File: src/rtl/uart_tx_buf.sv
// uart_tx_buf: buffered UART transmitter.
// Bytes pushed into a small circular FIFO are sent on tx, LSB first.
// The default frame is 8N1. Consecutive queued bytes go out as contiguous
// frames, with no idle cycle between a stop bit and the next start bit.
// Optional feature: define UART_TX_PARITY_EN for 8E1 framing. This adds an
// even-parity bit between the data bits and the stop bit.
module uart_tx_buf #(
  parameter int CLK_PER_BIT = 868,
  parameter int DEPTH_LOG2  = 4
) (
  input  logic                  clk,
  input  logic                  rstn,
  input  logic                  wr_en,
  input  logic [7:0]            wr_data,
  output logic                  full,
  output logic [DEPTH_LOG2:0]   count,
  output logic                  busy,
  output logic                  tx
);

  localparam int DEPTH = 1 << DEPTH_LOG2;
  localparam int CW    = DEPTH_LOG2 + 1;
  localparam int TW    = (CLK_PER_BIT > 2) ? $clog2(CLK_PER_BIT) : 1;

  localparam logic [TW-1:0] TMR_LAST = TW'(CLK_PER_BIT - 1);
  localparam logic [CW-1:0] CNT_FULL = CW'(DEPTH);

`ifdef UART_TX_PARITY_EN
  typedef enum logic [2:0] {
    S_IDLE   = 3'd0,
    S_START  = 3'd1,
    S_DATA   = 3'd2,
    S_PARITY = 3'd3,
    S_STOP   = 3'd4
  } state_t;
`else
  typedef enum logic [1:0] {
    S_IDLE  = 2'd0,
    S_START = 2'd1,
    S_DATA  = 2'd2,
    S_STOP  = 2'd3
  } state_t;
`endif

  // FIFO storage. It is never reset; only entries below count are read.
  logic [7:0]            mem [DEPTH];
  logic [DEPTH_LOG2-1:0] wr_ptr;
  logic [DEPTH_LOG2-1:0] rd_ptr;
  logic                  push;
  logic                  pop;

  // Serialiser state.
  state_t          state;
  logic [TW-1:0]   tmr;
  logic [2:0]      idx;
  logic [7:0]      sh;
  logic            bit_end;
`ifdef UART_TX_PARITY_EN
  logic            par;
`endif

  // full is taken from the registered occupancy. A push while full is
  // therefore dropped, even if a pop frees a slot on the same edge.
  assign full    = (count == CNT_FULL);
  assign push    = wr_en && !full;
  assign bit_end = (tmr == TMR_LAST);
  assign busy    = (state != S_IDLE) || (count != '0);

  // Pop decision: leaving IDLE with data waiting, or chaining a new frame
  // straight out of the last stop-bit cycle.
  always_comb begin
    pop = 1'b0;
    if (count != '0) begin
      if (state == S_IDLE) begin
        pop = 1'b1;
      end else if ((state == S_STOP) && bit_end) begin
        pop = 1'b1;
      end
    end
  end

  // FIFO write port (storage only, no reset).
  always_ff @(posedge clk) begin
    if (push) begin
      mem[wr_ptr] <= wr_data;
    end
  end

  // FIFO pointers and occupancy. Pointers wrap naturally at the depth.
  always_ff @(posedge clk or negedge rstn) begin
    if (!rstn) begin
      wr_ptr <= '0;
      rd_ptr <= '0;
      count  <= '0;
    end else begin
      if (push) begin
        wr_ptr <= wr_ptr + 1'b1;
      end
      if (pop) begin
        rd_ptr <= rd_ptr + 1'b1;
      end
      case ({push, pop})
        2'b10:   count <= count + 1'b1;
        2'b01:   count <= count - 1'b1;
        default: count <= count;
      endcase
    end
  end

  // Frame FSM. tx is registered from the next-state decode, so the line
  // changes on the same edge as the state.
  always_ff @(posedge clk or negedge rstn) begin
    if (!rstn) begin
      state <= S_IDLE;
      tmr   <= '0;
      idx   <= '0;
      sh    <= '0;
      tx    <= 1'b1;
`ifdef UART_TX_PARITY_EN
      par   <= 1'b0;
`endif
    end else begin
      case (state)
        S_IDLE: begin
          tx <= 1'b1;
          if (pop) begin
            sh    <= mem[rd_ptr];
`ifdef UART_TX_PARITY_EN
            par   <= ^mem[rd_ptr];
`endif
            tmr   <= '0;
            state <= S_START;
            tx    <= 1'b0;
          end
        end

        S_START: begin
          if (bit_end) begin
            tmr   <= '0;
            idx   <= '0;
            state <= S_DATA;
            tx    <= sh[0];
          end else begin
            tmr <= tmr + 1'b1;
          end
        end

        S_DATA: begin
          if (bit_end) begin
            tmr <= '0;
            sh  <= {1'b0, sh[7:1]};
            idx <= idx + 3'd1;
            if (idx == 3'd7) begin
`ifdef UART_TX_PARITY_EN
              state <= S_PARITY;
              tx    <= par;
`else
              state <= S_STOP;
              tx    <= 1'b1;
`endif
            end else begin
              // The next data bit is the one about to shift into sh[0].
              tx <= sh[1];
            end
          end else begin
            tmr <= tmr + 1'b1;
          end
        end

`ifdef UART_TX_PARITY_EN
        S_PARITY: begin
          if (bit_end) begin
            tmr   <= '0;
            state <= S_STOP;
            tx    <= 1'b1;
          end else begin
            tmr <= tmr + 1'b1;
          end
        end
`endif

        S_STOP: begin
          if (bit_end) begin
            tmr <= '0;
            if (pop) begin
              // Back-to-back: the next start bit follows immediately.
              sh    <= mem[rd_ptr];
`ifdef UART_TX_PARITY_EN
              par   <= ^mem[rd_ptr];
`endif
              state <= S_START;
              tx    <= 1'b0;
            end else begin
              state <= S_IDLE;
              tx    <= 1'b1;
            end
          end else begin
            tmr <= tmr + 1'b1;
          end
        end

        default: begin
          state <= S_IDLE;
          tmr   <= '0;
          tx    <= 1'b1;
        end
      endcase
    end
  end

endmodule

File: config.mk
export PLATFORM = sky130hd
export DESIGN_NAME = uart_tx_buf
export DESIGN_NICKNAME = d
export VERILOG_FILES = /design/src/rtl/uart_tx_buf.sv
export SDC_FILE = /design/constraint.sdc
export NUM_CORES = 1
export LEC_CHECK = 0
export CAP_MARGIN = 10
export CORE_AREA = 2 2 123 125
export DETAILED_ROUTE_END_ITERATION = 16
export DIE_AREA = 0 0 125 127
export HOLD_SLACK_MARGIN = 0.15
export PLACE_DENSITY = 0.62
export SETUP_SLACK_MARGIN = 0.05
export SLEW_MARGIN = 25
export SYNTH_ARGS = -nofsm -noshare
export SYNTH_HDL_FRONTEND = slang
export SYNTH_SLANG_ARGS = --single-unit
File: constraint.sdc
create_clock -name clk -period 6.15 [get_ports clk]
set_clock_uncertainty 0.15 [all_clocks]
set_input_delay 1.23 -clock clk [delete_from_list [all_inputs] [get_ports clk]]
set_output_delay 1.23 -clock clk [all_outputs]
set_load 0.01 [all_outputs]
=== After elaboration in Yosys (flattened, before gate mapping) ===
Memories as Yosys holds them, arrays and structs flattened.
Index checks and enable logic that the tools add are counted.

* $add $sub $neg: 6
* Eq/ne operators: 13
* Mux-type cells: 29
* Reduce and logical (&&, ||, !) cells: 15

{| class="wikitable"
|+ Operator list
! kind !! number
|-
| 8-bit two-way mux || 3
|-
| 8-bit case mux with 3 select lines || 1
|-
| 10-bit two-way mux || 2
|-
| 10-bit case mux with 2 select lines || 1
|-
| 1-bit two-way mux || 11
|-
| 10-bit by 1-bit adder with 10-bit output, second input constant || 1
|-
| 10-bit equality test, second input constant || 1
|-
| 2-bit two-way mux || 5
|-
| 2-bit inequality test, second input constant || 5
|-
| 5-bit case mux with 2 select lines || 1
|-
| 3-bit AND reduction || 3
|-
| 4-bit by 1-bit adder with 4-bit output, second input constant || 2
|-
| 2-bit case mux with 4 select lines || 1
|-
| 2-bit equality test, second input constant || 3
|-
| 3-bit two-way mux || 2
|-
| 3-bit case mux with 2 select lines || 1
|-
| 2-bit nonzero test || 3
|-
| 5-bit by 1-bit adder with 5-bit output, second input constant || 1
|-
| 5-bit equality test, second input constant || 1
|-
| 5-bit AND reduction || 1
|-
| 5-bit nonzero test || 1
|-
| 5-bit by 1-bit subtractor with 5-bit output, second input constant || 1
|-
| 2-bit by 1-bit equality test with 1-bit output, second input constant || 2
|-
| 1-bit case mux with 4 select lines || 1
|-
| other kinds (8) || 9
|}

* Bits in registers: 37
* Memory bits (writable): 128
* Input bits: 11
* Output and inout bits: 8
* Logic and storage cells: 72
* Memories kept: 1

{| class="wikitable"
|+ Memory list
! memory !! words !! bits a word !! read ports !! clocked after Yosys merged registers in !! write ports !! RTL line !! RTL
|-
| mem || 16 || 8 || 1 || 0 || 1 || 46 || <nowiki>logic [7:0] mem [DEPTH];</nowiki>
|}

=== Longest topological paths before layout ===
Gate-level depths: netlist of run 1.

* Depth after elaboration: 8
* Gate-level depth with buffers: 15
* Depth with buffers taken out: 12

=== Least setup slack after synthesis of run 1 ===
OpenSTA, ideal clock, no wires.

* Path kind: input-to-reg
* Start: input port wr_en
* End: register count[4]
* Setup time: 80 ps
* Arrival: 3,056 ps
* Data required time: 5,920 ps
* Path slack: 2,863 ps
* Stages on the path: 12
* Path buffers: 2
* Path through: and2_1 -> clkbuf_1 -> inv_1 -> ha_1 -> buf_2 -> xor2_1 -> ha_1 -> o21a_1 -> o21ai_0 -> nand3b_1 -> a21oi_1 -> xor2_1

* Longest elaborated chain between the ends: 3
* Elaborated cells between the ends (all ways): 5
* Classes of those cells: 2 x eq/ne; 1 x mux; 2 x reduce/logical

{| class="wikitable"
|+ RTL lines
! what !! RTL line !! RTL
|-
| from (decl) || 13 || <nowiki>input logic wr_en,</nowiki>
|-
| 1-bit logical AND * || 65 || <nowiki>assign push = wr_en && !full;</nowiki>
|-
| 2-bit by 1-bit equality test with 1-bit output or 2-bit equality test (tied branches) || 102 || <nowiki>case ({push, pop})</nowiki>
|-
| 5-bit case mux with 2 select lines or 2-bit nonzero test (tied branches) || n/a ||
|-
| to (signal assigned) || 103 || <nowiki>2'b10: count <= count + 1'b1;</nowiki>
|-
| to (signal assigned) || 104 || <nowiki>2'b01: count <= count - 1'b1;</nowiki>
|-
| to (signal assigned) || 105 || <nowiki>default: count <= count;</nowiki>
|-
| to (decl) || 16 || <nowiki>output logic [DEPTH_LOG2:0] count,</nowiki>
|}

Every way passes the cells marked *; elsewhere a longest branch is shown, timed or not.
A chain may end at the register's enable or synchronous reset.

=== Worst setup path in the final report of run 1 ===
* Start: register count[1]
* End: output port busy

* Longest elaborated chain between the ends: 2

{| class="wikitable"
|+ RTL lines
! what !! RTL line !! RTL
|-
| 5-bit nonzero test || 67 || <nowiki>assign busy = (state != S_IDLE) || (count != '0);</nowiki>
|-
| 1-bit logical OR || 67 ||
|-
| to (decl) || 17 || <nowiki>output logic busy,</nowiki>
|}

No other way between the ends.

==> results of run 1 <==
[flip-flops by register name, summed over array words and instances, names as in the netlist]
register,count
mem,128
count,5
tx,1
sh,8
state,2
idx,3
tmr,10
rd_ptr,4
wr_ptr,4
[layer usage]
metal | vias to the layer above | track usage [%]
met5 | - | 0
met4 | 0 | 6.86
met3 | 18 | 3.64
met2 | 43 | 29.0
met1 | 1891 | 24.1
li1 | 1749 | -
[per-stage QoR]
step                      power (mW)  util, %  cell area [µm²]  setup slack, ps  cells
after floorplan                 2.47        -             7180             2860    438
after global placement          2.73     51.7             7460             2350    620
after detailed placement        2.76     51.8             7470             2280    620
after CTS                       3.71     55.5             8000             2430    651
after global routing            3.89     55.5             8000             2390    651
final                           3.67     55.5             8000             2470    651
[layout make-up]
cell class | instances | area (µm²)
Tap cell | 184 | 230
Clock inverter | 14 | 105
Inverter | 7 | 26.3
Clock buffer | 17 | 425
Multi-Input combinational cell | 245 | 2260
Fill cell | 1140 | 6420
Timing Repair Buffer | 19 | 183
Sequential cell | 165 | 4780
[power by group through the flow]
| stage | clock network (mW) | registers [mW] | logic, mW |
|---|---|---|---|
| after floorplan | 0 | 1.51 | 0.961 |
| after global placement | 0 | 1.65 | 1.08 |
| after detailed placement | 0 | 1.66 | 1.10 |
| after CTS | 0.965 | 1.64 | 1.10 |
| after global routing | 1.02 | 1.67 | 1.20 |
| final | 0.948 | 1.63 | 1.08 |
[worst paths after layout]
| kind | endpoint | cells after the start | slack [ps] | from |
|---|---|---|---|---|
| worst max-delay path | busy | 4 | 2470 | count[1] |
| worst max register to register | count[4] | 12 | 2900 | tmr[0] |
| worst min-delay path | tx | 2 | 340 | tx |
| max in group asynchronous | rd_ptr[0] | 1 | 4420 | rstn |
| min in group asynchronous | tmr[8] | 1 | 780 | rstn |
| worst min register to register | tx | 2 | 340 | tx |
[worst reg2reg max path, stage by stage, from the launching register on]
cell	delay, ps
dfrtp_1	450
ha_1	250
and3_1	270
a41oi_1	220
nor2_2	310
ha_1	420
xor2_1	120
ha_1	230
o21a_1	170
o21ai_0	160
nand3b_1	100
a21oi_1	170
xor2_1	150
[cells in the final DEF (no fill, tap or decap), types with 4 or more instances in the layout]
master,n
ha_1,18
edfxtp_1,128
nand2b_1,4
xor2_1,10
nor3_1,5
nor2_1,41
clkdlybuf4s50_1,17
mux4_2,13
dfrtp_1,34
nand4_1,7
xnor2_1,11
clkinv_4,4
mux4_1,19
nand3_1,4
clkbuf_16,17
o21ai_0,6
a22o_1,5
nand2_1,21
a22oi_1,16
a21oi_1,25
inv_1,6
[logic make-up after synthesis]
logic type	count (synthesis)	synth area share, %
adders and majority gates	18	3.14
muxes	36	11.7
buffers and inverters	28	2.35
and+or+nand+nor	105	7.46
xor gates and xnor gates	21	2.56
DFF	165	66.4
AOI/OAI and AO/OA	65	6.38
==> results.md, run 1 <==
- Syn_nets: 467
- Metal-1 WL: 5930 µm
- Site Rows: 44
- Area leader, netlist: edfxtp_1
- Via Count: 3701
- Gate power share: 29.6%
- Fmax: 271 MHz
- Synth area leaders: edfxtp_1, dfrtp_1, mux4_1
- Sequential power share: 44.6%
- Time the worst path needs with I/O delays and setup: 3680 ps
- CP bufs+invs: 2
- Die W: 125 µm
- Final setup violation count: 0
- Iteration-0 DRC Markers: 341
- Tot GR Track Use: 17.8%
- Synth top area share: 53.5%
- Actual slew at the worst max-slew pin: 876 ps
- Top Family by Delay on Critical Path: simple AND/OR/NAND/NOR gates
- Synth Instances: 438
- Largest net degree at the start of global routing: 38
- Async set-reset flop share out of synthesis: 22.4%
- Antenna violations before repair: 0
- Grt total ovfl: 0
- Avg Cell Area, Syn: 16.4 µm²
- CTS Buf Count: 17
- WHS: 339 ps
- Worst-case clock buffer depth: 2
- Worst Path Arrival: 2300 ps
- DR top layer: met4
- Number of synthesized flops with an enable pin: 128
- Synth top cells by count: edfxtp_1, nor2_1, dfrtp_1
- Starting Density: 49.8%
- Sw power: 1.23 mW
- Crit path max fanout: 8
- Unrepaired setup endpoints after global routing: no
- Diodes inserted: 0
- Reg clk slew, reported paths: 60 ps
- Net Sw Frac: 33.5%
- Dpl hpwl: 8380 µm
- Critical Path RT: 4770 ps
- Peak supply drop: 225 µV
- Seq/Total Area, Yosys: 66.4%
- Nets: 484
- Leak pwr: 2.82 nW
- GPL Wtd Cong: 0.823
- Number of synthesized register bits: 165
- Number of distinct library cells after synthesis: 53
- Buffers on Ports: 18
- Postcts setup bufs: 0
- Most frequent cell after synthesis: edfxtp_1
- Pre-Repair DR Iteration Count: 4
- Clk pwr share: 25.9%
- Die Height: 127 µm
- Final ANT Viol Nets: 0
- Yosys warning total: 0
- Max-Cap Viols: 0
- Global-route wire length before repair: 21100 µm
- Hold_buf cts: 0
- DRC viols: 0
- Post-CTS Resized: 0
- Hold Path Class: register to register
- P_int: 2.44 mW
- Mapped cell area: 7180 µm²
- Num Clock Sinks: 165
- Placeable Area: 14400 µm²
- Root buf cell: clkbuf_16
- Crit-path slowest cell: or4_4
- Syn-to-layout area delta: 11.4%
- Vias in the first global route: 3849
- Wire length per cell: 20.2 µm
- Clk_lat worst skew: 420 ps
- Predominant post-synthesis flop cell: edfxtp_1
- Final hold vios: 0
- CTS tree: built
- CTS H-tree depth: 4
- Startpoint Class: register
- PwrDens: 458 nW/µm²
- Setup TNS: 0 ps
- Tcrit/Tclk final: 59.9%
- Met3 WL post-DR: 439 µm
- Critical path class: register to output pin
- Max-slew headroom: 41.6%
- Met2 WL: 6530 µm
- Final Max Slew Viols: 0
- CP Cell Sequence: or4_4, nor2_4, inv_2, clkdlybuf4s50_1
- Die area: 15900 µm²
- Top-Level Pins: 19
- Layout cell share with drive strength beyond 1: 14.6%
- DR vias/cell: 5.69
- Post-Route WL: 13100 µm
- Slowest stage delay, CP: 650 ps
- Status: complete, no violations
- CP endpoint kind: output pin
Power figures use the tool's default switching activity.
==> run 2, diff against run 1 <==
--- a/config.mk
+++ b/config.mk
@@ -10,7 +10,7 @@
 export DETAILED_ROUTE_END_ITERATION = 16
 export DIE_AREA = 0 0 125 127
 export HOLD_SLACK_MARGIN = 0.15
-export PLACE_DENSITY = 0.62
+export PLACE_DENSITY = 0.65
 export SETUP_SLACK_MARGIN = 0.05
 export SLEW_MARGIN = 25
 export SYNTH_ARGS = -nofsm -noshare
==> constraint.sdc (replaced) <==
create_clock -name clk -period 3.21 [get_ports clk]
set_clock_uncertainty 0.15 [all_clocks]
set_input_delay 0.642 -clock clk [delete_from_list [all_inputs] [get_ports clk]]
set_output_delay 0.642 -clock clk [all_outputs]
set_load 0.01 [all_outputs]
==> results.md, run 2 (synthesis results as in run 1) <==
- Gate power share: 33.0%
- Final ANT Viol Nets: 0
- Peak supply drop: 578 µV
- Num Clock Sinks: 165
- Commonest non-fill, non-tap cell in the layout: edfxtp_1
- Vias in the first global route: 3962
- Nets: 508
- Placed cell areas: 7640 µm²
- Wire length per cell: 20.2 µm
- Buffers on Ports: 18
- Diodes inserted: 0
- Reg clk slew, reported paths: 70 ps
- Tot GR Track Use: 18.5%
- Dpl hpwl: 8900 µm
- Crit path max fanout: 7
- Fillers: 1152
- WHS: 162 ps
- Via Count: 3839
- Final core utilization: 57.1%
- Final setup violation count: 0
- Largest regs: mem: 128 flops, tmr: 10 flops, sh: 8 flops
- Worst Path Arrival: 2270 ps
- Site Rows: 44
- Die area: 15900 µm²
- Die Height: 127 µm
- Tcrit/Tclk final: 95.4%
- Pre-Repair DR Iteration Count: 5
- CTS Buf Count: 17
- P_int: 4.87 mW
- Multi-input logic area: 2260 µm²
- Net Sw Frac: 33.6%
- Global-route wire length before repair: 21800 µm
- Post-Route WL: 13700 µm
- Setup TNS: 0 ps
- Final hold vios: 0
- CTS H-tree depth: 4
- Actual slew at the worst max-slew pin: 826 ps
- CP endpoint kind: output pin
- CTS tree: built
- Syn-to-layout area delta: 14.6%
- Max reg flops: 128
- Unrepaired setup endpoints after global routing: no
- Fmax: 327 MHz
- Final Max Slew Viols: 0
- Top-Level Pins: 19
- DRC viols: 0
- Critical Path RT: 2420 ps
- Status: complete, no violations
- Critical path class: register to output pin
- Antenna violations before repair: 0
- Largest net degree at the start of global routing: 38
- Leak pwr: 2.97 nW
- Clk_lat worst skew: 430 ps
- Max-slew headroom: 44.9%
- Grt total ovfl: 0
- Sequential power share: 40.4%
- Final Cell Area: 8230 µm²
- Most flop-heavy register: mem
- Placeable Area: 14400 µm²
- Time the worst path needs with I/O delays and setup: 3060 ps
- Commonest cells after routing, fill and taps aside: edfxtp_1, nor2_1, dfrtp_1
- Clk pwr share: 26.6%
- Layout cell share with drive strength beyond 1: 19.3%
- GPL Wtd Cong: 0.799
- DP Worst Slack: 185 ps
- Hold Path Class: input pin to async pin
- Root buf cell: clkbuf_16
- Max-Cap Viols: 0
- DR vias/cell: 5.68
- FF+latch area: 4770 µm²
- Post-route worst setup slack: 148 ps
- PwrDens: 892 nW/µm²
- Worst-case clock buffer depth: 2
- Starting Density: 49.8%
- Sw power: 2.47 mW
- Iteration-0 DRC Markers: 295
- Startpoint Class: register
- Die W: 125 µm
==> run 2: changes by cell type in the layout (fill, tap and decap cells not counted), sizes merged <==
cell,previous run,this run
buf,2,26
bufinv,0,1
inv,11,14
clkinv,8,5
==> run 2: stage by stage <==
stage / cells / total power, mW
after floorplan: 438 / 4.73
after global placement: 643 / 5.36
after detailed placement: 643 / 5.42
after CTS: 675 / 7.38
after global routing: 676 / 7.74
final: 676 / 7.34
==> run 2: worst paths after layout <==
kind | slack, ps | endpoint | depth (start not counted) | from
max in group asynchronous | 2180 | state[0] | 1 | rstn
min | 160 | sh[5] | 1 | rstn
max | 150 | busy | 4 | count[0]
max reg2reg | 300 | count[4] | 11 | count[0]
min in group clk | 330 | tx | 2 | tx
min reg2reg | 330 | tx | 2 | tx
==> run 2: cell type report <==
class                           instances  share of cell area (%)
Timing Repair Buffer                   43                    4.56
Inverter                                7                   0.319
Clock inverter                         15                    1.72
Sequential cell                       165                    58.0
Clock buffer                           17                    5.17
Tap cell                              184                    2.80
Multi-Input combinational cell        245                    27.4
==> run 2: timing repair <==
action,4_1_cts,5_1_grt
buffers inserted,0,1
hold buffers,0,0
resized for setup,0,5
setup endpoints to repair,0,2
==> run 2: power groups by stage <==
stage	clock, mW	combinational (mW)	sequential, mW
after floorplan	0	1.84	2.89
after global placement	0	2.38	2.98
after detailed placement	0	2.42	3.00
after CTS	1.99	2.43	2.96
after global routing	2.07	2.66	3.01
final	1.95	2.42	2.96
==> run 2: layer usage <==
layer | vias up | wire length, µm | GRT usage, %
met5 | - | 0 | 0
met4 | 0 | 158 | 5.88
met3 | 12 | 367 | 4.52
met2 | 52 | 6980 | 31.0
met1 | 1982 | 6170 | 24.1
li1 | 1793 | - | -
==> run 2: worst max-delay path: stages, from the launching register on <==
cell and delay (ps):
dfrtp_1 460, or4_4 610, nor2_4 190, inv_2 100, clkdlybuf4s50_1 480
